[config.mk]
export PLATFORM = sky130hd
export DESIGN_NAME = cc_coef_loader_flat
export DESIGN_NICKNAME = d
export VERILOG_FILES = /design/src/rtl/color_corrector_csr_pkg.sv /design/src/rtl/axi4_lite_if.sv /design/src/rtl/axi4_lite_wr_master.sv /design/src/rtl/cc_coef_loader.sv /design/src/flat_wrapper.sv
export SDC_FILE = /design/constraint.sdc
export NUM_CORES = 1
export LEC_CHECK = 0
export CORE_ASPECT_RATIO = 1.25
export CORE_MARGIN = 10
export CORE_UTILIZATION = 40
export CTS_BUF_LIST = sky130_fd_sc_hd__clkbuf_8
export DETAILED_ROUTE_END_ITERATION = 7
export PLACE_DENSITY_LB_ADDON = 0.15
export SLEW_MARGIN = 25
export SYNTH_ARGS = -nofsm -noshare
export SYNTH_HDL_FRONTEND = slang
export SYNTH_SLANG_ARGS = --single-unit
[constraint.sdc]
create_clock -name clk_i -period 4.4 [get_ports clk_i]
set_input_delay 0.88 -clock clk_i [delete_from_list [all_inputs] [get_ports clk_i]]
set_output_delay 0.88 -clock clk_i [all_outputs]
set_load 0.02 [all_outputs]
[src/rtl/color_corrector_csr_pkg.sv]
// Colour-corrector CSR map plus shared types and defaults for the coefficient loader.
package color_corrector_csr_pkg;

  localparam int unsigned CC_CTRL_CR      = 0;
  localparam int unsigned CC_STATUS_CR    = 1;
  localparam int unsigned CC_COEF_LOCK_CR = 2;
  localparam int unsigned CC_COEF_SEL_CR  = 3;
  localparam int unsigned CC_COEF_CR      = 4;

  localparam int unsigned CC_COEF_CNT_DEF = 12;
  localparam int unsigned CC_TIMEOUT_DEF  = 1024;

  localparam logic [1:0] AXI_RESP_OKAY = 2'b00;

  typedef enum logic [2:0] {
    IDLE, LOCK_ON, SEL, COEF, LOCK_OFF, FIN
  } cc_ld_state_e;

  function automatic logic [31:0] cc_reg_addr(input logic [31:0] base, input int unsigned idx);
    return base + 32'(idx << 2);
  endfunction

endpackage

[src/rtl/axi4_lite_if.sv]
// AXI4-Lite bundle, 32-bit address and data.
interface axi4_lite_if;
  logic [31:0] awaddr;
  logic        awvalid, awready;
  logic [31:0] wdata;
  logic [3:0]  wstrb;
  logic        wvalid, wready;
  logic [1:0]  bresp;
  logic        bvalid, bready;
  logic [31:0] araddr;
  logic        arvalid, arready;
  logic [31:0] rdata;
  logic [1:0]  rresp;
  logic        rvalid, rready;

  modport master (
    output awaddr, awvalid, wdata, wstrb, wvalid, bready, araddr, arvalid, rready,
    input  awready, wready, bresp, bvalid, arready, rdata, rresp, rvalid
  );
  modport slave (
    input  awaddr, awvalid, wdata, wstrb, wvalid, bready, araddr, arvalid, rready,
    output awready, wready, bresp, bvalid, arready, rdata, rresp, rvalid
  );
endinterface

[src/rtl/axi4_lite_wr_master.sv]
// Single AXI4-Lite write: aw/w launched together, each dropped at its own handshake,
// then b accepted; a watchdog aborts the write if no response arrives in time.
module axi4_lite_wr_master #(
  parameter int unsigned TIMEOUT = 1024
) (
  input  logic        clk_i,
  input  logic        rst_i,
  input  logic        cmd_valid,
  output logic        cmd_ready,
  input  logic [31:0] cmd_addr,
  input  logic [31:0] cmd_data,
  output logic        done,
  output logic [1:0]  resp,
  output logic        timeout,
  output logic [31:0] awaddr,
  output logic        awvalid,
  input  logic        awready,
  output logic [31:0] wdata,
  output logic [3:0]  wstrb,
  output logic        wvalid,
  input  logic        wready,
  input  logic [1:0]  bresp,
  input  logic        bvalid,
  output logic        bready
);
  localparam int unsigned WD_W = $clog2(TIMEOUT + 1);

  logic            active, aw_done, w_done;
  logic [WD_W-1:0] wdog;
  logic            aw_hs, w_hs, b_hs;

  assign aw_hs     = awvalid & awready;
  assign w_hs      = wvalid & wready;
  assign b_hs      = bvalid & bready;
  assign cmd_ready = ~active;
  assign done      = b_hs;
  assign resp      = bresp;
  assign wstrb     = 4'hF;
  assign timeout   = active & ~b_hs & (wdog == WD_W'(TIMEOUT - 1));

  always_ff @(posedge clk_i or posedge rst_i) begin
    if (rst_i) begin
      active  <= 1'b0;
      aw_done <= 1'b0;
      w_done  <= 1'b0;
      awvalid <= 1'b0;
      wvalid  <= 1'b0;
      bready  <= 1'b0;
      awaddr  <= '0;
      wdata   <= '0;
      wdog    <= '0;
    end else if (cmd_valid & cmd_ready) begin
      active  <= 1'b1;
      awaddr  <= cmd_addr;
      wdata   <= cmd_data;
      awvalid <= 1'b1;
      wvalid  <= 1'b1;
      aw_done <= 1'b0;
      w_done  <= 1'b0;
      bready  <= 1'b0;
      wdog    <= '0;
    end else if (active) begin
      if (b_hs | timeout) begin
        // a timed-out write is abandoned outright so the sequencer can recover
        active  <= 1'b0;
        awvalid <= 1'b0;
        wvalid  <= 1'b0;
        bready  <= 1'b0;
        wdog    <= '0;
      end else begin
        wdog <= wdog + 1'b1;
        if (aw_hs) begin
          awvalid <= 1'b0;
          aw_done <= 1'b1;
        end
        if (w_hs) begin
          wvalid <= 1'b0;
          w_done <= 1'b1;
        end
        if ((aw_done | aw_hs) & (w_done | w_hs)) bready <= 1'b1;
      end
    end
  end

endmodule

[src/rtl/cc_coef_loader.sv]
// Loads COEF_CNT colour-correction coefficients through the CSR window:
// LOCK=1, {SEL=i, COEF=coef_i} per index, LOCK=0, then a done pulse.
module cc_coef_loader
  import color_corrector_csr_pkg::*;
#(
  parameter logic [31:0] BASE_ADDR = 32'h0000_0000,
  parameter int unsigned COEF_CNT  = CC_COEF_CNT_DEF,
  parameter int unsigned TIMEOUT   = CC_TIMEOUT_DEF
) (
  input  logic        clk_i,
  input  logic        rst_i,
  input  logic        start_i,
  output logic [3:0]  coef_idx_o,
  input  logic [31:0] coef_i,
  output logic        busy_o,
  output logic        done_o,
  output logic        err_o,
  axi4_lite_if.master csr_o
);
  cc_ld_state_e state, nxt;
  logic [3:0]   idx;
  logic         err, issued;
  logic         cmd_valid, cmd_ready;
  logic [31:0]  cmd_addr, cmd_data;
  logic         wr_done, wr_tmo, wr_fail, wr_end, last;
  logic [1:0]   wr_resp;
  logic [31:0]  awaddr, wdata;
  logic [3:0]   wstrb;
  logic         awvalid, wvalid, bready, awready, wready, bvalid;
  logic [1:0]   bresp;

  assign wr_end  = wr_done | wr_tmo;
  assign wr_fail = (wr_done & (wr_resp != AXI_RESP_OKAY)) | wr_tmo;
  assign last    = (idx == 4'(COEF_CNT - 1));

  always_ff @(posedge clk_i or posedge rst_i) begin
    if (rst_i) state <= IDLE;
    else       state <= nxt;
  end

  always_comb begin
    nxt = state;
    case (state)
      IDLE:     if (start_i) nxt = LOCK_ON;
      LOCK_ON:  if (wr_end) nxt = wr_fail ? LOCK_OFF : SEL;
      SEL:      if (wr_end) nxt = wr_fail ? LOCK_OFF : COEF;
      COEF:     if (wr_end) nxt = (wr_fail | last) ? LOCK_OFF : SEL;
      LOCK_OFF: if (wr_end) nxt = FIN;
      FIN:      nxt = IDLE;
      default:  nxt = IDLE;
    endcase
  end

  always_comb begin
    cmd_valid = 1'b0;
    cmd_addr  = BASE_ADDR;
    cmd_data  = '0;
    busy_o    = (state != IDLE);
    done_o    = (state == FIN);
    case (state)
      LOCK_ON: begin
        cmd_valid = ~issued;
        cmd_addr  = cc_reg_addr(BASE_ADDR, CC_COEF_LOCK_CR);
        cmd_data  = 32'd1;
      end
      SEL: begin
        cmd_valid = ~issued;
        cmd_addr  = cc_reg_addr(BASE_ADDR, CC_COEF_SEL_CR);
        cmd_data  = {28'd0, idx};
      end
      COEF: begin
        cmd_valid = ~issued;
        cmd_addr  = cc_reg_addr(BASE_ADDR, CC_COEF_CR);
        cmd_data  = coef_i;
      end
      LOCK_OFF: begin
        cmd_valid = ~issued;
        cmd_addr  = cc_reg_addr(BASE_ADDR, CC_COEF_LOCK_CR);
        cmd_data  = '0;
      end
      default: ;
    endcase
  end

  // issued keeps one command per state; idx only advances after a good COEF write
  always_ff @(posedge clk_i or posedge rst_i) begin
    if (rst_i) begin
      idx    <= '0;
      err    <= 1'b0;
      issued <= 1'b0;
    end else begin
      if (cmd_valid & cmd_ready) issued <= 1'b1;
      else if (wr_end)           issued <= 1'b0;
      if ((state == IDLE) & start_i) begin
        idx <= '0;
        err <= 1'b0;
      end
      if (wr_fail) err <= 1'b1;
      if ((state == COEF) & wr_done & ~wr_fail & ~last) idx <= idx + 4'd1;
    end
  end

  assign coef_idx_o = idx;
  assign err_o      = err;

  axi4_lite_wr_master #(.TIMEOUT(TIMEOUT)) u_wr (
    .clk_i    (clk_i),
    .rst_i    (rst_i),
    .cmd_valid(cmd_valid),
    .cmd_ready(cmd_ready),
    .cmd_addr (cmd_addr),
    .cmd_data (cmd_data),
    .done     (wr_done),
    .resp     (wr_resp),
    .timeout  (wr_tmo),
    .awaddr   (awaddr),
    .awvalid  (awvalid),
    .awready  (awready),
    .wdata    (wdata),
    .wstrb    (wstrb),
    .wvalid   (wvalid),
    .wready   (wready),
    .bresp    (bresp),
    .bvalid   (bvalid),
    .bready   (bready)
  );

  assign csr_o.awaddr  = awaddr;
  assign csr_o.awvalid = awvalid;
  assign csr_o.wdata   = wdata;
  assign csr_o.wstrb   = wstrb;
  assign csr_o.wvalid  = wvalid;
  assign csr_o.bready  = bready;
  assign awready       = csr_o.awready;
  assign wready        = csr_o.wready;
  assign bvalid        = csr_o.bvalid;
  assign bresp         = csr_o.bresp;
  assign csr_o.arvalid = 1'b0;
  assign csr_o.araddr  = '0;
  assign csr_o.rready  = 1'b1;

endmodule

[src/flat_wrapper.sv]
// flat-port wrapper written by rule: the top's interface ports become plain ports
module cc_coef_loader_flat import color_corrector_csr_pkg::*;
#(
  parameter logic [31:0] BASE_ADDR = 32'h0000_0000,
  parameter int unsigned COEF_CNT  = CC_COEF_CNT_DEF,
  parameter int unsigned TIMEOUT   = CC_TIMEOUT_DEF
)
  (clk_i, rst_i, start_i, coef_idx_o, coef_i, busy_o, done_o, err_o, csr_o_awaddr, csr_o_awvalid, csr_o_wdata, csr_o_wstrb, csr_o_wvalid, csr_o_bready, csr_o_araddr, csr_o_arvalid, csr_o_rready, csr_o_awready, csr_o_wready, csr_o_bresp, csr_o_bvalid, csr_o_arready, csr_o_rdata, csr_o_rresp, csr_o_rvalid);
  axi4_lite_if csr_o_i ();
  input  logic clk_i;
  input  logic rst_i;
  input  logic start_i;
  output logic [3:0] coef_idx_o;
  input  logic [31:0] coef_i;
  output logic busy_o;
  output logic done_o;
  output logic err_o;
  output wire logic [$bits(csr_o_i.awaddr)-1:0] csr_o_awaddr;
  output wire logic [$bits(csr_o_i.awvalid)-1:0] csr_o_awvalid;
  output wire logic [$bits(csr_o_i.wdata)-1:0] csr_o_wdata;
  output wire logic [$bits(csr_o_i.wstrb)-1:0] csr_o_wstrb;
  output wire logic [$bits(csr_o_i.wvalid)-1:0] csr_o_wvalid;
  output wire logic [$bits(csr_o_i.bready)-1:0] csr_o_bready;
  output wire logic [$bits(csr_o_i.araddr)-1:0] csr_o_araddr;
  output wire logic [$bits(csr_o_i.arvalid)-1:0] csr_o_arvalid;
  output wire logic [$bits(csr_o_i.rready)-1:0] csr_o_rready;
  input wire logic [$bits(csr_o_i.awready)-1:0] csr_o_awready;
  input wire logic [$bits(csr_o_i.wready)-1:0] csr_o_wready;
  input wire logic [$bits(csr_o_i.bresp)-1:0] csr_o_bresp;
  input wire logic [$bits(csr_o_i.bvalid)-1:0] csr_o_bvalid;
  input wire logic [$bits(csr_o_i.arready)-1:0] csr_o_arready;
  input wire logic [$bits(csr_o_i.rdata)-1:0] csr_o_rdata;
  input wire logic [$bits(csr_o_i.rresp)-1:0] csr_o_rresp;
  input wire logic [$bits(csr_o_i.rvalid)-1:0] csr_o_rvalid;
  assign csr_o_awaddr = csr_o_i.awaddr;
  assign csr_o_awvalid = csr_o_i.awvalid;
  assign csr_o_wdata = csr_o_i.wdata;
  assign csr_o_wstrb = csr_o_i.wstrb;
  assign csr_o_wvalid = csr_o_i.wvalid;
  assign csr_o_bready = csr_o_i.bready;
  assign csr_o_araddr = csr_o_i.araddr;
  assign csr_o_arvalid = csr_o_i.arvalid;
  assign csr_o_rready = csr_o_i.rready;
  assign csr_o_i.awready = csr_o_awready;
  assign csr_o_i.wready = csr_o_wready;
  assign csr_o_i.bresp = csr_o_bresp;
  assign csr_o_i.bvalid = csr_o_bvalid;
  assign csr_o_i.arready = csr_o_arready;
  assign csr_o_i.rdata = csr_o_rdata;
  assign csr_o_i.rresp = csr_o_rresp;
  assign csr_o_i.rvalid = csr_o_rvalid;
  cc_coef_loader #(.BASE_ADDR(BASE_ADDR), .COEF_CNT(COEF_CNT), .TIMEOUT(TIMEOUT)) u_core (.clk_i(clk_i), .rst_i(rst_i), .start_i(start_i), .coef_idx_o(coef_idx_o), .coef_i(coef_i), .busy_o(busy_o), .done_o(done_o), .err_o(err_o), .csr_o(csr_o_i));
endmodule
==> results by group, run 1 <==
Critical path
  – R2R cell count: 5
  – Worst path max stage delay: roughly 600 ps
  – R2R Path End: u_core.u_wr.wdata[3]
  – CP max FO: 15
  – Launching element type of the critical path: register
  – CP max-delay cell: dfrtp_1
  – WP data arrival: around 2000 ps
  – Worst R2R Start: u_core.state[0]
  – Crit Path Class: reg2out
  – Crit. End Element: primary output
  – Worst reg-to-reg setup slack: 2040 ps
  – Crit path required time: 3520 ps
  – Critical path, cell by cell: nor3_4, inv_2, clkdlybuf4s50_1

Hold path
  – Hold WC Path Type: reg2reg
  – Hold_sp: u_core.u_wr.wdata[10]
  – Hold depth: 2
  – Sink of the worst hold path: u_core.u_wr.wdata[10]

STA
  – Final hold vios: 0
  – Layout Skew: roughly 9.4 ps
  – Final Slew Violations: 0
  – RSZ-0062 raised after global routing: false
  – Slew margin rel.: 45.9%
  – Tmin final: roughly 2900 ps
  – Period utilisation layout: 64.9%
  – Final hold slack: 466 ps
  – Fmax: 350 MHz
  – Setup TNS: 0 ps
  – Least-Margin Pin Slew: 810 ps
  – Setup violators final: 0

Synthesis
  – Register area share after synthesis: approximately 45%
  – Syn Area/Cell: between 9 and 10 um^2
  – Ys flop type: dfrtp_1
  – Post-Syn Area: ~3400 um^2
  – Post-synthesis cell count: approximately 370
  – #FFs+latches synth: 61
  – Yosys cell types: 54
  – YS warnings: 0
  – EDFF count, synth: 0
  – Post-synth ARST share: 100%

Power and ir drop
  – Pint: between 0.0009 and 0.001 W
  – Sw Share: about a quarter
  – Clock share of power: between 40% and 50%
  – Gate power share: 8.1%
  – Power Density: between 200 and 300 nW/um^2
  – Peak supply drop: approximately 0.16 mV
  – Flop pwr share: between 40% and 50%
  – NetSw: ~0.00030 W
  – Pleak: a little under 2 nW

Floorplanning
  – Die height: roughly 120 um
  – Die ar.: roughly 13000 um^2
  – I/O Pins: roughly 190
  – Chip width: about 100 um
  – Core Region: a little over 8000 um^2
  – Row cnt: 37
  – Initial Util: between 40% and 50%

Clock network
  – CTS Buf Count: 9
  – Post-cts sizing count: 0
  – Hold-fix buffers, CTS: 0
  – Setup bufs post-CTS: 0
  – Reg clk slew, reported paths: 70 ps
  – Root buffer cell: clkbuf_8
  – CTS Buffer Depth: 2
  – Number of clock sinks: 61
  – H-Tree Depth: 3
  – CTS tree: built
  – Worst-Skew Late Latency: 340 ps

Run status
  – Status: finished clean

Global routing
  – Vias in the first global route: roughly 2800
  – Overflow after GRT: 0
  – First-pass GRT wire length: roughly 14000 um
  – Maximum number of pins on one net before global-route repair: 39
  – Gr usage total: around 13%
  – Initial antenna violation count: 0

Detailed routing
  – DR pass1 iterations: 4
  – Via density: roughly 4.8
  – Post-Route WL: 8730 um
  – DR vias: 2632
  – Initial DRC count: around 150
  – Post-DRT Antenna Nets: 0
  – DR WL/cell: roughly 16 um
  – Remaining DRCs: 0

Finish
  – Ant diodes: 0
  – Nets@finish: about 530
  – Area delta synth->final: 25.1%
  – Share of cells above drive strength 1: approximately 7%

Run
  – Max-cap violations: 0

Placed design
  – Port Buffer Count: 84
  – Final Wtd Congestion: approximately 0.78
  – DP HPWL: approximately 6600 um
-- layout by cell type, fill, tap and decap left out, types with 2 or more instances in the layout --
cell and count:
dfrtp_1 61, buf_4 4, nand2b_1 2, a21oi_1 7, clkinvlp_4 2, clkbuf_8 10, a31oi_1 7, mux2_2 2
bufinv_16 3, inv_2 2, a21o_1 3, nand3b_1 4, conb_1 67, nor3_1 3, o21ai_1 11, nand2_1 81
a22o_1 2, o31ai_1 7, clkdlybuf4s50_1 84, inv_1 5, nand4_1 2, nor2_1 9, and3b_1 2, nand3_1 36
a41oi_1 4, ha_1 2, and4_1 2, mux2i_1 3
-- metal layers --
metal	GRT usage [%]	share of wire (%)	vias up
li1	-	-	1298
met1	15.6	42	1234
met2	23.1	50	89
met3	3.40	7.3	11
met4	5.14	1.3	0
met5	0	0	-
-- per-stage QoR --
step	area, um^2	cells	util [%]	setup WS [ps]	total power (W)
final	4290	552	51.8	1540	0.00128
after global routing	4290	552	51.8	1450	0.00133
after CTS	4290	552	51.8	1520	0.00129
after detailed placement	4040	536	48.8	1680	0.000672
after global placement	4040	536	48.8	1710	0.000672
after floorplan	3670	437	-	2010	0.000677
-- worst max-delay path, delay by kind of cell (launching register included) --
family	cells	cell delay, ps
flops	1	600
simple gates	1	350
buf+inv	2	690
-- area by class of cell --
type / instances / area, um^2
Inverter: 7 / 26.3
Sequential cell: 61 / 1530
Tap cell: 97 / 121
Fill cell: 774 / 4000
Clock buffer: 10 / 138
Timing Repair Buffer: 88 / 871
Clock inverter: 6 / 110
Multi-Input combinational cell: 283 / 1500
-- synthesized netlist by cell type, types with 4 or more instances --
cell	count	area (um^2)
nor2_1	9	33.8
buf_4	69	518
buf_2	8	40.0
nand3b_1	4	30.0
buf_6	4	45.0
inv_1	6	22.5
o21ai_1	11	55.1
o31ai_1	7	52.6
dfrtp_1	61	1530
nand2_1	81	304
nand3_1	36	180
a31oi_1	7	43.8
a41oi_1	4	35.0
clkbuf_1	5	18.8
a21oi_1	7	35.0
-- how the worst max path moves through the flow --
stage	from	to	slack (ps)
finish	u_core.state[0]	busy_o	1540
global route	u_core.state[0]	busy_o	1450
CTS	u_core.state[0]	busy_o	1520
detailed placement	csr_o_bvalid	u_core.coef_idx_o[2]	1680
global placement	csr_o_bvalid	u_core.coef_idx_o[2]	1710
floorplan	rst_i	u_core.coef_idx_o[0]	2010
-- registers in the layout, indices dropped and copies added, names as in the netlist, 3 cells and up --
register            flops
u_core.u_wr.awaddr      3
u_core.coef_idx_o       4
u_core.u_wr.wdata      32
u_core.state            3
u_core.u_wr.wdog       11
-- power groups by stage --
stage / clock network [W] / registers [W] / logic [W]
final: 0.000617 / 0.000561 / 0.000103
after global routing: 0.000659 / 0.000560 / 0.000112
after CTS: 0.000633 / 0.000560 / 0.000101
after detailed placement: 0 / 0.000571 / 0.000101
after global placement: 0 / 0.000571 / 0.000101
after floorplan: 0 / 0.000571 / 0.000106
-- logic make-up after synthesis --
family | Yosys count | share of synthesized area [%]
XOR/XNOR | 2 | 0.511
buffers and inverters | 93 | 18.9
adder cells (fa/ha/maj) | 2 | 0.730
AND/OR/NAND/NOR | 150 | 21.2
other | 2 | 0.219
AO/OA/AOI/OAI | 56 | 12.0
flip-flops | 61 | 44.5
multiplexers | 6 | 1.86
Power figures use the tool's default switching activity.
==> run 2, diff against run 1 <==
Settings changed: CORE_UTILIZATION 40 to 36.
Clock period 4.4 ns to 2.6 ns, I/O delays scaled along.
==> results by group, run 2 (synthesized netlist as in run 1, its figures left out) <==
Run status
  – Status: finished clean

Critical path
  – WP data arrival: 1920 ps
  – Critical path, cell by cell: nor3_4, inv_2, clkdlybuf4s50_1
  – CP delay by family, top: buffers and inverters
  – Launching element type of the critical path: register
  – CP max-delay cell: clkdlybuf4s50_1
  – CP max FO: 11
  – Crit Path Class: reg2out
  – Worst path max stage delay: just under 600 ps
  – Crit. End Element: primary output
  – CP bufs+invs: 2
  – Crit path required time: ~2100 ps

Floorplanning
  – Die ar.: around 14000 um^2
  – I/O Pins: between 150 and 200
  – Initial Util: 37.2%
  – Core Region: between 9000 and 10000 um^2
  – Chip width: roughly 110 um
  – Row cnt: 39
  – Die height: between 100 and 150 um

Global routing
  – Initial antenna violation count: 0
  – First-pass GRT wire length: between 10000 and 15000 um
  – Maximum number of pins on one net before global-route repair: 31
  – Vias in the first global route: around 2700
  – Overflow after GRT: 0
  – Gr usage total: about an eighth

Finish
  – Nets@finish: 535
  – Ant diodes: 0
  – Biggest register: u_core.u_wr.wdata
  – Most common cell after layout, fill and taps aside: clkdlybuf4s50_1
  – # fillers: 904
  – Max reg flops: 32
  – Fin util: a little under half
  – Most frequent cells in the layout: clkdlybuf4s50_1 (84), nand2_1 (81), conb_1 (67)
  – Share of cells above drive strength 1: between 8 and 9%
  – Area delta synth->final: 27.3%
  – Fin area: between 4000 and 5000 um^2

STA
  – Slew margin rel.: around half
  – Period utilisation layout: 93.9%
  – Tmin final: between 2000 and 2500 ps
  – Final Slew Violations: 0
  – Fmax: approximately 410 MHz
  – Setup violators final: 0
  – Least-Margin Pin Slew: 731 ps
  – Final hold vios: 0
  – Setup WS post-layout: 158 ps
  – Layout Skew: 6.56 ps
  – Setup TNS: 0 ps
  – RSZ-0062 raised after global routing: false
  – Final hold slack: 465 ps

Power and ir drop
  – Power Density: ~480 nW/um^2
  – Pleak: 1.99 nW
  – Peak supply drop: around 0.19 mV

Detailed routing
  – Post-Route WL: roughly 9000 um
  – DR vias: roughly 2700
  – DR WL/cell: around 15 um
  – Initial DRC count: approximately 160
  – DR pass1 iterations: 4
  – Via density: about 4.6
  – Remaining DRCs: 0
  – Post-DRT Antenna Nets: 0

Clock network
  – Number of clock sinks: slightly above 60
  – Root buffer cell: clkbuf_8
  – Post-cts sizing count: 0
  – Reg clk slew, reported paths: ~70 ps
  – CTS Buf Count: 9
  – H-Tree Depth: 3
  – Hold-fix buffers, CTS: 0
  – Worst-Skew Late Latency: ~350 ps
  – Setup bufs post-CTS: 0
  – CTS Buffer Depth: 2
  – CTS tree: built

Hold path
  – Hold WC Path Type: reg2reg

Placed design
  – Final Wtd Congestion: about 0.8
  – DP HPWL: approximately 6700 um
  – Setup slack at placement: ~420 ps
  – Port Buffer Count: 84
  – Post-Place Cell Area: roughly 4100 um^2

Run
  – Max-cap violations: 0
run 2: cell count changes in the layout (fill, tap and decap cells not counted), sizes merged:
| cell | delta |
|---|---|
| clkbuf | +1 |
| bufinv | -1 |
| clkinvlp | -2 |
| clkinv | +1 |
| buf | +7 |
| inv | +1 |
run 2: stage by stage:
stage               power [W]  cells
floorplan             0.00115    437
global placement      0.00114    569
detailed placement    0.00114    569
CTS                   0.00212    585
global route          0.00217    585
finish                0.00209    585
run 2: worst paths after layout:
kind | startpoint | to | slack [ps] | cells past startpoint
max | u_core.state[1] | busy_o | 160 | 3
min | u_core.u_wr.wdata[4] | u_core.u_wr.wdata[4] | 460 | 2
max in group asynchronous | rst_i | u_core.coef_idx_o[2] | 1510 | 3
min reg2reg | u_core.u_wr.wdata[4] | u_core.u_wr.wdata[4] | 460 | 2
min in group asynchronous | rst_i | u_core.u_wr.wdata[15] | 500 | 2
max reg2reg | u_core.state[1] | u_core.u_wr.wdata[8] | 450 | 6
run 2: per-layer routing:
| metal | GRT usage (%) | up-vias | wire [um] |
|---|---|---|---|
| li1 | - | 1309 | - |
| met1 | 15.1 | 1242 | 3820 |
| met2 | 20.6 | 98 | 4370 |
| met3 | 2.98 | 13 | 579 |
| met4 | 6.86 | 0 | 195 |
| met5 | 0 | - | 0 |
run 2: final cells by class:
cell class	count	area, um^2	share of cell area [%]
clock buffers	11	151	3.47
clock inverters	5	73.8	1.69
inverters	7	26.3	0.602
multi-input cells	283	1500	34.3
flip-flops and latches	61	1530	35.0
well taps	123	154	3.53
repair buffers	95	936	21.4
run 2: where the power goes:
group	internal [W]	switching (W)	total, W
Clock	0.000585	0.000382	0.000967
Sequential	0.000949	0	0.000949
Combinational	0.0000574	0.000121	0.000179
Total	0.00159	0.000503	0.00209
run 2: worst min-delay path: stages, from the launching register on:
cell     delay, ps
dfrtp_1        340
nand2_1         50
nand2_1         50
==> run 3, diff against run 2 <==
Settings changed: CORE_UTILIZATION 36 to 40, DONT_BUFFER_PORTS from default to 1.
==> results by group, run 3 (synthesized netlist as in run 1, its figures left out) <==
STA
  – Period utilisation layout: 79.8%
  – RSZ-0062 raised after global routing: false
  – Least-Margin Pin Slew: between 700 and 800 ps
  – Setup violators final: 0
  – Fmax: a little under 500 MHz
  – Layout Skew: just under 9 ps
  – Final Slew Violations: 0
  – Tmin final: just over 2000 ps
  – Final hold vios: 0
  – Slew margin rel.: between 50% and 60%
  – Setup TNS: 0 ps

Finish
  – Most common cell after layout, fill and taps aside: nand2_1
  – Most frequent cells in the layout: nand2_1 (81), conb_1 (67), dfrtp_1 (61)
  – Share of cells above drive strength 1: slightly above 9%
  – Biggest register: u_core.u_wr.wdata
  – Nets@finish: 447
  – # fillers: around 900
  – Ant diodes: 0
  – Area of the multi-input gates: roughly 1500 um^2
  – Reg area: about 1500 um^2
  – Max reg flops: 32
  – Area delta synth->final: 1.61%

Critical path
  – Crit path required time: between 2000 and 2500 ps
  – Critical path, cell by cell: nand2_1, nor2_1
  – Crit Path Class: reg2out
  – Worst path max stage delay: between 700 and 800 ps
  – CP bufs+invs: 0
  – Crit. End Element: primary output
  – Launching element type of the critical path: register
  – CP max FO: 15
  – WP data arrival: 1560 ps
  – CP delay by family, top: flip-flops
  – CP max-delay cell: dfrtp_1

Clock network
  – H-Tree Depth: 3
  – CTS Buffer Depth: 2
  – Setup bufs post-CTS: 0
  – Number of clock sinks: 61
  – CTS Buf Count: 9
  – Root buffer cell: clkbuf_8
  – CTS tree: built
  – Hold-fix buffers, CTS: 0
  – Reg clk slew, reported paths: approximately 70 ps
  – Post-cts sizing count: 0
  – Worst-Skew Late Latency: between 300 and 400 ps

Detailed routing
  – DR pass1 iterations: 4
  – Remaining DRCs: 0
  – DR vias: 2345
  – Via density: about 5
  – DR WL/cell: between 15 and 20 um
  – Post-Route WL: about 8200 um
  – Post-DRT Antenna Nets: 0
  – Initial DRC count: 66

Power and ir drop
  – Gate power share: under 10%
  – Pint: 0.00164 W
  – NetSw: about 0.00047 W
  – Flop pwr share: about 45%
  – Clock share of power: between 40 and 50%
  – Sw Share: around 22%
  – Pleak: 1.64 nW
  – Total power: between 0.002 and 0.0025 W
  – Power Density: 606 nW/um^2
  – Peak supply drop: roughly 0.25 mV

Floorplanning
  – I/O Pins: 188
  – Die height: ~120 um
  – Row cnt: 37
  – Initial Util: between 40% and 50%
  – Core Region: ~8300 um^2
  – Die ar.: roughly 13000 um^2
  – Chip width: 103 um

Global routing
  – Vias in the first global route: around 2200
  – First-pass GRT wire length: roughly 12000 um
  – Overflow after GRT: 0
  – Initial antenna violation count: 0
  – Gr usage total: between 10% and 20%
  – Maximum number of pins on one net before global-route repair: 35

Hold path
  – Hold WC Path Type: in2async

Placed design
  – DP HPWL: a little over 6000 um
  – Final Wtd Congestion: ~0.74
  – Port Buffer Count: 0

Run
  – Max-cap violations: 0

Run status
  – Status: finished clean
## run 3: changes by cell type in the layout (fill, tap and decap cells not counted), sizes merged
cell,previous run,this run
bufinv,2,3
buf,11,7
clkdlybuf4s50,84,0
clkinv,2,1
inv,8,7
## run 3: final cells by class
| cell class | count | share of cell area [%] |
|---|---|---|
| clock buffers | 11 | 4.35 |
| clock inverters | 4 | 2.73 |
| inverters | 7 | 0.754 |
| multi-input cells | 283 | 43.0 |
| flip-flops and latches | 61 | 43.8 |
| well taps | 97 | 3.48 |
| repair buffers | 7 | 1.87 |
## run 3: final timing paths
check / slack (ps) / depth (start not counted) / to / startpoint
max reg2reg: 570 / 5 / u_core.u_wr.wdog[3] / u_core.u_wr.wdog[0]
min reg2reg: 510 / 2 / u_core.u_wr.w_done / u_core.u_wr.w_done
max in group asynchronous: 1850 / 2 / u_core.state[1] / rst_i
max: 520 / 2 / done_o / u_core.state[0]
min: 130 / 1 / u_core.u_wr.wdata[31] / rst_i
min in group clk_i: 310 / 2 / u_core.u_wr.wdata[28] / coef_i[28]
## run 3: per-layer routing
metal	share of wire (%)	wire, um	up-vias	track usage, %
met4	1.2	101	0	4.18
met3	12	959	8	5.75
met5	0	0	-	0
met2	50	4110	95	20.6
met1	37	3010	1122	13.1
li1	-	-	1120	-
## run 3: power by group through the flow
stage | clock [W] | sequential (W) | combinational, W
2_1_floorplan | 0 | 0.000967 | 0.000179
3_3_place_gp | 0 | 0.000967 | 0.000112
3_5_place_dp | 0 | 0.000967 | 0.000112
4_1_cts | 0.00107 | 0.000948 | 0.000112
5_1_grt | 0.00112 | 0.000948 | 0.000126
6_report | 0.00105 | 0.000949 | 0.000115
## run 3: through the flow
step | instance area, um^2 | setup slack, ps | hold slack, ps | std cells | utilization [%]
floorplan | 3670 | 567 | 463 | 437 | -
global placement | 3240 | 657 | 480 | 455 | 39.1
detailed placement | 3240 | 604 | 498 | 455 | 39.1
global route | 3480 | 433 | 166 | 470 | 42.0
finish | 3480 | 525 | 131 | 470 | 42.0
CTS | 3480 | 502 | 147 | 470 | 42.0
==> patch (settings of run 1) <==
Change the package constant `CC_TIMEOUT_DEF` from 1024 to 512.
--- a/src/rtl/color_corrector_csr_pkg.sv
+++ b/src/rtl/color_corrector_csr_pkg.sv
@@ -8,7 +8,7 @@
   localparam int unsigned CC_COEF_CR      = 4;
 
   localparam int unsigned CC_COEF_CNT_DEF = 12;
-  localparam int unsigned CC_TIMEOUT_DEF  = 1024;
+  localparam int unsigned CC_TIMEOUT_DEF  = 512;
 
   localparam logic [1:0] AXI_RESP_OKAY = 2'b00;
 
Behaviour: no difference found for any inputs over 10 cycles, from zero or initial values and one cycle with rst_i high; that may be too few to reach the edited logic, so the function may still have changed.
==> patch against run 1 <==
- wire length decreased by 3.4%
- clock skew decreased by 0.0036 ns
- synthesized area decreased by 3.8%
- clock power decreased by 17%
- count of clock-buffer cells in the layout increased by 1
- global-route usage decreased by 0.14 points
- total power decreased by 9.2%
- utilization decreased by 0.73 points
- sequential cell count decreased by 1
- cell area decreased by 3.1%
- worst setup slack got worse by 0.099 ns
==> patch: results (changes against run 1) <==
status=finished clean; Pre-antenna DRT Iters=5 (+1); share of layout cells above drive strength 1=7.08% (+0.047 points); Worst-Skew Late Latency=0.34 ns (about the same); Antenna diodes=0 (unchanged); Pleak=1.89 nW (-3.0%); R2R depth=4 (-1); Pint=871 uW (-11%); CTS max path bufs=2 (unchanged); Crit. Startpoint=u_core.state[1]; Tightest Pin Transition=0.828 ns (+0.0174 ns); Post-synth top cells=nand2_1 (78), buf_4 (67), dfrtp_1 (60), nand3_1 (37), o21ai_0 (15); DP Wirelength=6240 microns (-4.8%); final net count=525 (-0.57%); Reg-to-Reg End=u_core.u_wr.wdata[2]; worst-path maximum fanout=16 (+1); synth top area cells=dfrtp_1 (46%), buf_4 (15%), nand2_1 (8.9%), nand3_1 (5.6%), o21ai_0 (2.3%); FF-to-FF setup slack=2.24 ns (+0.20 ns); initial antenna violation count=0 (unchanged); Vias=2546 (-3.3%); Hold Startpoint=u_core.u_wr.wdata[17]; synth warn=0 (unchanged); Peak Freq=338 MHz (-3.4%); Yosys cell types=45 (-17%); Compound-Gate Fraction of Synth Area=12.3% (+0.32 points); vias in the first global route=2562 (-7.2%); Hold EP=u_core.u_wr.wdata[17]; CP Data Arrival Time=2.08 ns (+0.10 ns); cts bufs inserted=9 (unchanged); Setup crit end=busy_o; HP Class=flip-flop to flip-flop; global-route wire length before repair=13300 microns (-3.0%); Min Hold Slack=0.466 ns (+0.000261 ns); most flop-heavy register=u_core.u_wr.wdata; Adder-Cell Fraction of Synth Area=0.759% (+0.029 points); Detailed Route Iter0 Violations=114 (-25%); Hold Path Cell Cnt=2 (unchanged); clock skew=0.00582 ns (-0.00360 ns); Port Buffers=84 (unchanged); Post-Synth XOR/XNOR Area=0.797% (+0.29 points); wire per inst=15.4 microns (-2.9%); mux share of post-synthesis cell area=1.25% (-0.61 points); Root Buffer=clkbuf_8; global placer's final weighted congestion=0.779 (-0.69%); Peak VDD IR=0.000144 V (-9.7%); GRT Total Usage=13.3% (-0.14 points); register area share after synthesis=45.5% (+1.0 points); largest net degree at the start of global routing=39 (unchanged)
[patch: cells by family after synthesis]
logic type | count (synthesis)
AO/OA/AOI/OAI | 58
XOR/XNOR | 3
adder cells (fa/ha/maj) | 2
buffers and inverters | 94
flip-flops | 60
multiplexers | 4
other | 2
AND/OR/NAND/NOR | 144
[patch: through the flow]
step                      cells  util (%)  cell area, sq um  total power [mW]  worst slack [ns]
final                       549      51.0              4160              1.16              1.44
after global routing        549      51.0              4160              1.21              1.32
after CTS                   549      51.0              4160              1.17              1.43
after detailed placement    533      48.6              3960             0.661              1.77
after global placement      533      48.6              3960             0.661              1.79
after floorplan             432         -              3540             0.667              2.04
[patch: per-layer routing]
metal	GRT usage, %	part of all wire, %
met5	0	0
met3	4.22	7.0
met4	4.54	0.94
met1	17.1	43
met2	20.4	49
[patch: final cells by class]
class / count / area, sq um
Clock buffer: 11 / 151
Clock inverter: 5 / 51.3
Fill cell: 755 / 3990
Inverter: 9 / 33.8
Multi-Input combinational cell: 278 / 1420
Sequential cell: 60 / 1500
Tap cell: 97 / 121
Timing Repair Buffer: 89 / 878
[patch: power by group through the flow]
stage | sequential [mW] | combinational (mW) | clock (mW)
4_1_cts | 0.551 | 0.0999 | 0.522
3_3_place_gp | 0.562 | 0.0990 | 0
5_1_grt | 0.551 | 0.110 | 0.551
3_5_place_dp | 0.562 | 0.0995 | 0
6_report | 0.551 | 0.102 | 0.510
2_1_floorplan | 0.562 | 0.105 | 0
[patch: critical path: stages, from the launching register on]
cell	delay [ns]
dfrtp_1	0.56
nor3_2	0.43
inv_1	0.17
clkdlybuf4s50_1	0.57
